### src/rtl/noc_pkg.sv
// ---------------------------------------------------------------------------
// noc_pkg
// Shared definitions for the mesh router: flit field layout, flit type
// encodings and port index constants.
// No ports (package).
// ---------------------------------------------------------------------------
package noc_pkg;

    // Flit field layout for the 40-bit flit
    localparam int SRC_MSB  = 39;
    localparam int SRC_LSB  = 36;
    localparam int DST_MSB  = 35;
    localparam int DST_LSB  = 32;
    localparam int TS_MSB   = 31;
    localparam int TS_LSB   = 24;
    localparam int DATA_MSB = 23;
    localparam int DATA_LSB = 2;
    localparam int TYPE_MSB = 1;
    localparam int TYPE_LSB = 0;
    localparam int TYPE_W   = TYPE_MSB - TYPE_LSB + 1;

    // Flit type encodings
    typedef enum logic [1:0] {
        FLIT_BODY   = 2'b00,
        FLIT_HEAD   = 2'b01,
        FLIT_TAIL   = 2'b10,
        FLIT_SINGLE = 2'b11
    } flit_type_e;

    // Port indices
    localparam int PORT_L = 0;
    localparam int PORT_N = 1;
    localparam int PORT_E = 2;
    localparam int PORT_S = 3;
    localparam int PORT_W = 4;

endpackage

### src/rtl/switch_alloc_n_if.sv
// ---------------------------------------------------------------------------
// switch_alloc_n_if
// Bundles the allocator's request/crossbar signals.
//   in_label  : per-input one-hot requested output (NPORTS*NPORTS)
//   in_data   : head flit of each input FIFO (NPORTS*DATASIZE)
//   out_full  : per-output downstream full
//   in_ready  : per-input pop (combinational grant)
//   out_valid : per-output registered valid
//   out_data  : per-output registered flit
// Modports: master = the router side driving requests, slave = the allocator.
//
// Handshake: an input flit is transferred when its label is non-zero and
// in_ready is 1 in the same cycle; the FIFO pops at that rising edge.
// out_full acts as an inverted ready on each output: while it is 1 nothing
// is granted to that output, and out_valid is a one-cycle strobe with no
// further acknowledgement.
// ---------------------------------------------------------------------------
interface switch_alloc_n_if #(
    parameter int NPORTS   = 5,
    parameter int DATASIZE = 40
);
    logic [NPORTS*NPORTS-1:0]   in_label;
    logic [NPORTS*DATASIZE-1:0] in_data;
    logic [NPORTS-1:0]          out_full;
    logic [NPORTS-1:0]          in_ready;
    logic [NPORTS-1:0]          out_valid;
    logic [NPORTS*DATASIZE-1:0] out_data;

    modport master (
        output in_label, in_data, out_full,
        input  in_ready, out_valid, out_data
    );

    modport slave (
        input  in_label, in_data, out_full,
        output in_ready, out_valid, out_data
    );
endinterface

### src/rtl/switch_alloc_n_rr_arbiter.sv
// ---------------------------------------------------------------------------
// rr_arbiter
// Round-robin arbiter for one output. The search starts at the internal
// pointer; the pointer moves to winner+1 (mod N) on every grant.
//   clk, rst : clock, async active-high reset (pointer -> 0)
//   req      : request vector
//   en       : output eligible; no grant is produced when low
//   grant    : one-hot grant
//   gidx     : index of the granted requester (0 when no grant)
// ---------------------------------------------------------------------------
module rr_arbiter #(
    parameter int N = 5,
    localparam int IW = (N > 1) ? $clog2(N) : 1
) (
    input  logic          clk,
    input  logic          rst,
    input  logic [N-1:0]  req,
    input  logic          en,
    output logic [N-1:0]  grant,
    output logic [IW-1:0] gidx
);
    logic [IW-1:0] ptr_q;
    logic          found;
    int            idx;

    always_comb begin
        grant = '0;
        gidx  = '0;
        found = 1'b0;
        idx   = 0;
        for (int k = 0; k < N; k++) begin
            // Wrap the rotated index back into 0..N-1
            idx = int'(ptr_q) + k;
            if (idx >= N) idx = idx - N;
            if (!found && en && req[idx]) begin
                found      = 1'b1;
                grant[idx] = 1'b1;
                gidx       = IW'(idx);
            end
        end
    end

    always_ff @(posedge clk or posedge rst) begin
        if (rst) begin
            ptr_q <= '0;
        end else if (en && |grant) begin
            ptr_q <= (gidx == IW'(N - 1)) ? '0 : gidx + IW'(1);
        end
    end
endmodule

### src/rtl/switch_alloc_n.sv
// ---------------------------------------------------------------------------
// switch_alloc_n
// N-port switch allocator: one round-robin arbiter per output, output
// back-pressure via out_full, and a registered crossbar stage.
//   clk  : clock, all state on the rising edge
//   rst  : asynchronous active-high reset
//   bus  : switch_alloc_n_if.slave (in_label, in_data, out_full in;
//          in_ready, out_valid, out_data out)
// Optional feature: define SA_WORMHOLE_LOCK_EN to keep each output locked
// to an input from a head flit until its tail flit.
// ---------------------------------------------------------------------------
module switch_alloc_n
    import noc_pkg::*;
#(
    parameter int NPORTS   = 5,
    parameter int DATASIZE = 40
) (
    input  logic            clk,
    input  logic            rst,
    switch_alloc_n_if.slave bus
);
    localparam int IW = (NPORTS > 1) ? $clog2(NPORTS) : 1;

    logic [NPORTS-1:0]          low_label [NPORTS];  // per input
    logic [NPORTS-1:0]          req_raw   [NPORTS];  // per output, bit i = input i
    logic [NPORTS-1:0]          req       [NPORTS];
    logic [NPORTS-1:0]          grant     [NPORTS];
    logic [IW-1:0]              gidx      [NPORTS];
    logic [DATASIZE-1:0]        sel_data  [NPORTS];
    logic [NPORTS-1:0]          en;
    logic [NPORTS-1:0]          ready;
    logic [NPORTS-1:0]          out_valid_q;
    logic [NPORTS*DATASIZE-1:0] out_data_q;

`ifdef SA_WORMHOLE_LOCK_EN
    logic [NPORTS-1:0] lock_q;
    logic [IW-1:0]     lock_idx_q [NPORTS];
`endif

    // Keep only the lowest set label bit, then transpose to per-output requests
    always_comb begin
        for (int i = 0; i < NPORTS; i++) begin
            low_label[i] = bus.in_label[i*NPORTS +: NPORTS]
                         & (~bus.in_label[i*NPORTS +: NPORTS] + NPORTS'(1));
        end
        for (int o = 0; o < NPORTS; o++) begin
            req_raw[o] = '0;
            for (int i = 0; i < NPORTS; i++) begin
                req_raw[o][i] = low_label[i][o];
            end
        end
    end

    always_comb begin
        for (int o = 0; o < NPORTS; o++) begin
            req[o] = '0;
`ifdef SA_WORMHOLE_LOCK_EN
            if (lock_q[o]) begin
                // Locked: only the owning input may compete
                req[o][lock_idx_q[o]] = req_raw[o][lock_idx_q[o]];
            end else begin
                // Unlocked: a stray body flit has no packet to belong to
                for (int i = 0; i < NPORTS; i++) begin
                    req[o][i] = req_raw[o][i]
                              && (bus.in_data[i*DATASIZE + TYPE_LSB +: TYPE_W] != FLIT_BODY);
                end
            end
`else
            req[o] = req_raw[o];
`endif
        end
    end

    assign en = ~bus.out_full & {NPORTS{~rst}};

    for (genvar o = 0; o < NPORTS; o++) begin : g_arb
        rr_arbiter #(.N(NPORTS)) u_arb (
            .clk   (clk),
            .rst   (rst),
            .req   (req[o]),
            .en    (en[o]),
            .grant (grant[o]),
            .gidx  (gidx[o])
        );
    end

    always_comb begin
        for (int o = 0; o < NPORTS; o++) begin
            sel_data[o] = bus.in_data[int'(gidx[o])*DATASIZE +: DATASIZE];
        end
        for (int i = 0; i < NPORTS; i++) begin
            ready[i] = 1'b0;
            for (int o = 0; o < NPORTS; o++) begin
                ready[i] = ready[i] | grant[o][i];
            end
        end
    end

    // Crossbar register: data holds when an output is idle
    always_ff @(posedge clk or posedge rst) begin
        if (rst) begin
            out_valid_q <= '0;
            out_data_q  <= '0;
        end else begin
            for (int o = 0; o < NPORTS; o++) begin
                if (|grant[o]) begin
                    out_valid_q[o]                      <= 1'b1;
                    out_data_q[o*DATASIZE +: DATASIZE] <= sel_data[o];
                end else begin
                    out_valid_q[o] <= 1'b0;
                end
            end
        end
    end

`ifdef SA_WORMHOLE_LOCK_EN
    always_ff @(posedge clk or posedge rst) begin
        if (rst) begin
            lock_q <= '0;
            for (int o = 0; o < NPORTS; o++) lock_idx_q[o] <= '0;
        end else begin
            for (int o = 0; o < NPORTS; o++) begin
                if (|grant[o]) begin
                    if (sel_data[o][TYPE_LSB +: TYPE_W] == FLIT_HEAD) begin
                        lock_q[o]     <= 1'b1;
                        lock_idx_q[o] <= gidx[o];
                    end else if (sel_data[o][TYPE_LSB +: TYPE_W] == FLIT_TAIL) begin
                        lock_q[o] <= 1'b0;
                    end
                end
            end
        end
    end
`endif

    assign bus.in_ready  = ready;
    assign bus.out_valid = out_valid_q;
    assign bus.out_data  = out_data_q;
endmodule

### src/flat_wrapper.sv
// flat-port wrapper written by rule: the top's interface ports become plain ports
module switch_alloc_n_flat import noc_pkg::*;
#(
    parameter int NPORTS   = 5,
    parameter int DATASIZE = 40
)
  (clk, rst, bus_in_label, bus_in_data, bus_out_full, bus_in_ready, bus_out_valid, bus_out_data);
  switch_alloc_n_if #(.NPORTS(NPORTS), .DATASIZE(DATASIZE)) bus_i ();
  input  logic clk;
  input  logic rst;
  input wire logic [$bits(bus_i.in_label)-1:0] bus_in_label;
  input wire logic [$bits(bus_i.in_data)-1:0] bus_in_data;
  input wire logic [$bits(bus_i.out_full)-1:0] bus_out_full;
  output wire logic [$bits(bus_i.in_ready)-1:0] bus_in_ready;
  output wire logic [$bits(bus_i.out_valid)-1:0] bus_out_valid;
  output wire logic [$bits(bus_i.out_data)-1:0] bus_out_data;
  assign bus_i.in_label = bus_in_label;
  assign bus_i.in_data = bus_in_data;
  assign bus_i.out_full = bus_out_full;
  assign bus_in_ready = bus_i.in_ready;
  assign bus_out_valid = bus_i.out_valid;
  assign bus_out_data = bus_i.out_data;
  switch_alloc_n #(.NPORTS(NPORTS), .DATASIZE(DATASIZE)) u_core (.clk(clk), .rst(rst), .bus(bus_i));
endmodule
### config.mk
export PLATFORM = sky130hd
export DESIGN_NAME = switch_alloc_n_flat
export DESIGN_NICKNAME = d
export VERILOG_FILES = /design/src/rtl/noc_pkg.sv /design/src/rtl/switch_alloc_n_if.sv /design/src/rtl/switch_alloc_n_rr_arbiter.sv /design/src/rtl/switch_alloc_n.sv /design/src/flat_wrapper.sv
export SDC_FILE = /design/constraint.sdc
export NUM_CORES = 1
export LEC_CHECK = 0
export CAP_MARGIN = 20
export CORE_ASPECT_RATIO = 1.25
export CORE_MARGIN = 2
export CORE_UTILIZATION = 56
export DETAILED_ROUTE_END_ITERATION = 12
export PLACE_DENSITY = 0.81
export SLEW_MARGIN = 20
export SYNTH_ARGS = -nofsm -noshare
export SYNTH_HDL_FRONTEND = slang
export SYNTH_HIERARCHICAL = 1
export SYNTH_SLANG_ARGS = --single-unit
### constraint.sdc
create_clock -name clk -period 19.57 [get_ports clk]
set_clock_uncertainty 0.15 [all_clocks]
set_input_delay 3.914 -clock clk [delete_from_list [all_inputs] [get_ports clk]]
set_output_delay 3.914 -clock clk [all_outputs]
set_load 0.005 [all_outputs]
## After elaboration in Yosys (flattened, before gate mapping)

Cells that the tools add are included.

| storage, ports and cells | value |
|---|---|
| bits of input ports | 232 |
| bits in registers | 220 |
| logic and storage cells | 539 |

| operators by class | value |
|---|---|
| bitwise logic cells | 53 |
| reductions and logical operators | 100 |
| $mul | 5 |
| $add $sub $neg | 55 |
| order comparisons | 75 |
| equal/unequal tests | 5 |
| multiplexer cells | 230 |
| shift-type cells | 5 |

Operator list:

| operator | count |
|---|---|
| $shiftx 200x32->40 | 5 |
| $ge 32x1->1 const B | 25 |
| $lt 32x5->1 const B | 25 |
| $mux 32 | 25 |
| $mux 5 | 25 |
| $mux 1 | 100 |
| $or 5x5->5 | 20 |
| $sub 4x3->5 const B | 20 |
| $mux 3 | 30 |
| $ge 4x3->1 const B | 20 |
| $bmux 1 s3 | 25 |
| $demux 1 s3 | 25 |
| $logic_and 1x1->1 | 75 |
| $add 3x2->4 const B | 10 |
| $and 5x5->5 | 6 |
| $mul 3x3->6 const B | 5 |
| $not 5->5 | 6 |
| $add 5x1->5 const B | 5 |
| $reduce_or 5->1 | 5 |
| $add 3x1->4 const B | 5 |
| $add 3x3->4 const B | 5 |
| $logic_not 1->1 | 20 |
| $or 1x1->1 | 20 |
| $sub 3x3->4 const B | 5 |
| other kinds (4) | 16 |

## Logic depth before layout (Yosys ltp)

| logic depth | value |
|---|---|
| depth after elaboration | 28 |
| depth in mapped cells | 21 |

## Modules after synthesis

Netlist, hierarchy kept.

By module, submodules not included:

| module | seq. area each (um^2) | times used | cells each | area an instance (um^2) |
|---|---|---|---|---|
| switch_alloc_n | 5,129.9 | 1 | 1,236 | 14,353.8 |
| rr_arbiter | 75.1 | 5 | 283 | 2,037.0 |

## Worst setup path before layout

No wires, ideal clock.

| timing | value |
|---|---|
| path kind | input port to output port |
| start point | in bus_in_label[1] |
| end point | out bus_in_ready[0] |
| slack | 8.676 ns |
| data required time | 15.506 ns |
| stages on the path | 13 |
| arrival | 6.830 ns |
| cell sequence | nor4b_1 mux2i_1 and4_1 a311oi_1 o21ai_0 a2111o_1 nor3_4 a211oi_2 nand2_1 clkbuf_1 clkbuf_1 nor2_1 nand2_1 |

RTL lines:

| element | line | text |
|---|---|---|
| from (decl) | flat_wrapper.sv:11 | `input wire logic [$bits(bus_i.in_label)-1:0] bus_in_label;` |
| to (decl) | flat_wrapper.sv:14 | `output wire logic [$bits(bus_i.in_ready)-1:0] bus_in_ready;` |

==> run metrics <==
mux cell area share after synthesis=21.8%; GRT busiest layer=met2; core area=0.0432 mm2; total track usage=45.3%; synth top area cells=dfrtp_1 (22%), mux4_2 (18%), a22oi_1 (6.7%); # Max-Cap Violations=0; top cell type's share of synthesized area=22.4%; full die area=0.0455 mm2; most common cell in the synthesized netlist=a21oi_1; net count after synthesis=2,963; DRT Pass-1 Iters=11; clock root buffer=clkbuf_16; met2 Use GR=69.1%; Max IR drop VDD=142 uV; YS warnings=6; R2R depth=15; Finished Cell Area=0.0296 mm2; crit end category=output port; Distinct cells, synth=80; Residual DRC=2; Worst-Skew Late Latency=560 ps; htree depth=1; mean area per synthesized cell=9.26 um2; min-delay worst type=register to register; CP Class=input pin to output port; Period Utilization, post-route=63.8%; # IOs=442; CTS tree=done; min-delay src=u_core/bus.out_data[124]; RSZ-0062 raised after global routing=no; Leak=11.2 nW; Starting DRT DRC Count=3,271; Post-synth top flop=dfrtp_1; layout cells sized above 1=16.1%; violated checks=DRC; Layout Nets=3,218; largest family of logic cells by synthesized area=compound AO/OA/AOI/OAI gates; drt wl/cell=30.2 um; vias in the first global route=26,200; first-pass GRT wire length=158,000 um; fin. max-slew vios=0; Synth top cells by count=a21oi_1 (285), nor3_1 (265), a22oi_1 (220), dfrtp_1 (220), mux4_2 (200); relative slew slack=14.5%; Final setup viols=0; simple logic cell fraction of the synthesized area=17.5%; Site Rows=85; Reg clk slew, reported paths=60 ps; cts repair resizes=0; worst r2r dst=u_core/bus.out_data[182]; post-DR vias/cell=7.57; worst path required time=15,510 ps; post-synth top area cell=dfrtp_1; largest net degree at the start of global routing=125; CP arrival=8430 ps; Final ANT Viol Nets=0; Synth-to-Final Area Change=20.5%; width of the chip=191 um; Longest Clk Path Bufs=3; setup TNS=0 ps; flop and latch count out of synthesis=220; met3 Use GR=12.3%; GPL Wtd Cong=1.01; outcome=finished, violations left; Startpoint Class=input pin; met1 Usage GRT=53.8%; setup bufs post-CTS=0; placed instance area=0.0287 mm2; worst r2r src=u_core/g_arb[4].u_arb/ptr_q[1]; Post-synth EDFFs=0; Power per Cell Area=193 mW/mm2; r2r setup slk=12,660 ps; Via Count=26,500; Syn Inst Count=2,651; Post-Synth Adder-Cell Area=4.23%; post-synthesis compound-gate area fraction=25.8%; Synth Cell Area=0.0245 mm2; xor and xnor fraction of the mapped netlist area=1.22%; # hold bufs at CTS=0; hold depth=2; Least-Margin Pin Slew=1280 ps; Die Y=238 um; Port Buffer Count=441; Initial Utilization=56.8%; fmax=80.1 MHz; initial antenna violation count=9; Synth async-reset ratio=100%; WL final=106,000 um; Sink Count=220; Min-Delay Endpoint=u_core/bus.out_data[124]; sequential share of the synthesized area=22.4%; CTS buffer count=23; Final HPWL DP=70,700 um; GR Overflow Total=0; Max FO, Critical Path=42; final hold vios=0; fin crit period=12,490 ps
## cell type report
class / instances / area [um2]
well taps: 565 / 707
flip-flops and latches: 220 / 5510
inverters: 96 / 368
diodes: 11 / 27.5
multi-input cells: 2075 / 17400
repair buffers: 490 / 4790
clock buffers: 33 / 653
clock inverters: 8 / 131
fillers: 3345 / 13600
## state kept, by name, summed over array words and instances (netlist names)
register / flops
u_core/bus.out_data: 200
u_core/bus.out_valid: 5
u_core/g_arb.u_arb/ptr_q: 15
## worst max-delay path, stage by stage
cell and delay [ps]:
clkdlybuf4s50_1 700, nor4_2 1040, nand3_1 230, a32oi_2 390, nand3_1 260, o32ai_1 430
a211oi_2 110, nand2_2 80, buf_4 520, nor2_1 80, nand2_1 100, clkdlybuf4s50_1 500
## per-layer routing
metal / up-vias / routed length (um)
met5: - / 13
met4: 2 / 9880
met3: 664 / 13200
met2: 2256 / 47600
met1: 12700 / 35000
li1: 10900 / -
## logic make-up after synthesis
| family | Yosys count |
|---|---|
| compound gates | 880 |
| simple gates | 810 |
| buf+inv | 356 |
| mux | 275 |
| flops | 220 |
| fa+ha+maj | 80 |
| xor+xnor | 30 |
## power by group
group          internal, mW  switching (mW)
registers             0.702           0.194
clock network         0.273           0.208
logic                  1.75            2.58
total                  2.72            2.98
## cells in the final DEF, fill, tap and decap left out, types with 25 or more instances in the layout
cell type,netlist,layout
clkdlybuf4s50_1,0,441
a21oi_1,285,285
nor3_1,265,265
a22oi_1,220,220
dfrtp_1,220,220
mux4_2,200,200
nor2_1,135,135
nand2_1,120,115
inv_1,91,85
o21ai_0,75,75
ha_1,75,75
nand3_1,55,55
buf_4,16,48
mux2i_1,45,45
nor2b_1,30,30
nand2b_1,30,30
o21ai_1,30,30
o21a_1,25,25
## through the flow
stage,utilization (%),instances,hold slack [ps],setup slack [ps],power [mW]
2_1_floorplan,-,2651,374,8680,3.67
4_1_cts,68.4,3487,389,7210,5.52
3_5_place_dp,66.6,3446,373,7220,5.00
5_1_grt,68.5,3494,402,6990,5.93
3_3_place_gp,66.6,3446,365,7330,4.91
6_report,68.5,3498,383,7080,5.70
## worst max-delay path by stage
stage	start	endpoint	slack [ps]	depth (start not counted)
after global routing	bus_in_label[5]	bus_in_ready[0]	6990	12
after floorplan	bus_in_label[1]	bus_in_ready[0]	8680	13
after global placement	bus_in_label[5]	bus_in_ready[0]	7330	12
after CTS	bus_in_label[5]	bus_in_ready[0]	7210	12
final	bus_in_label[5]	bus_in_ready[0]	7080	12
after detailed placement	bus_in_label[5]	bus_in_ready[0]	7220	12
(Power assumes the default switching activity.)
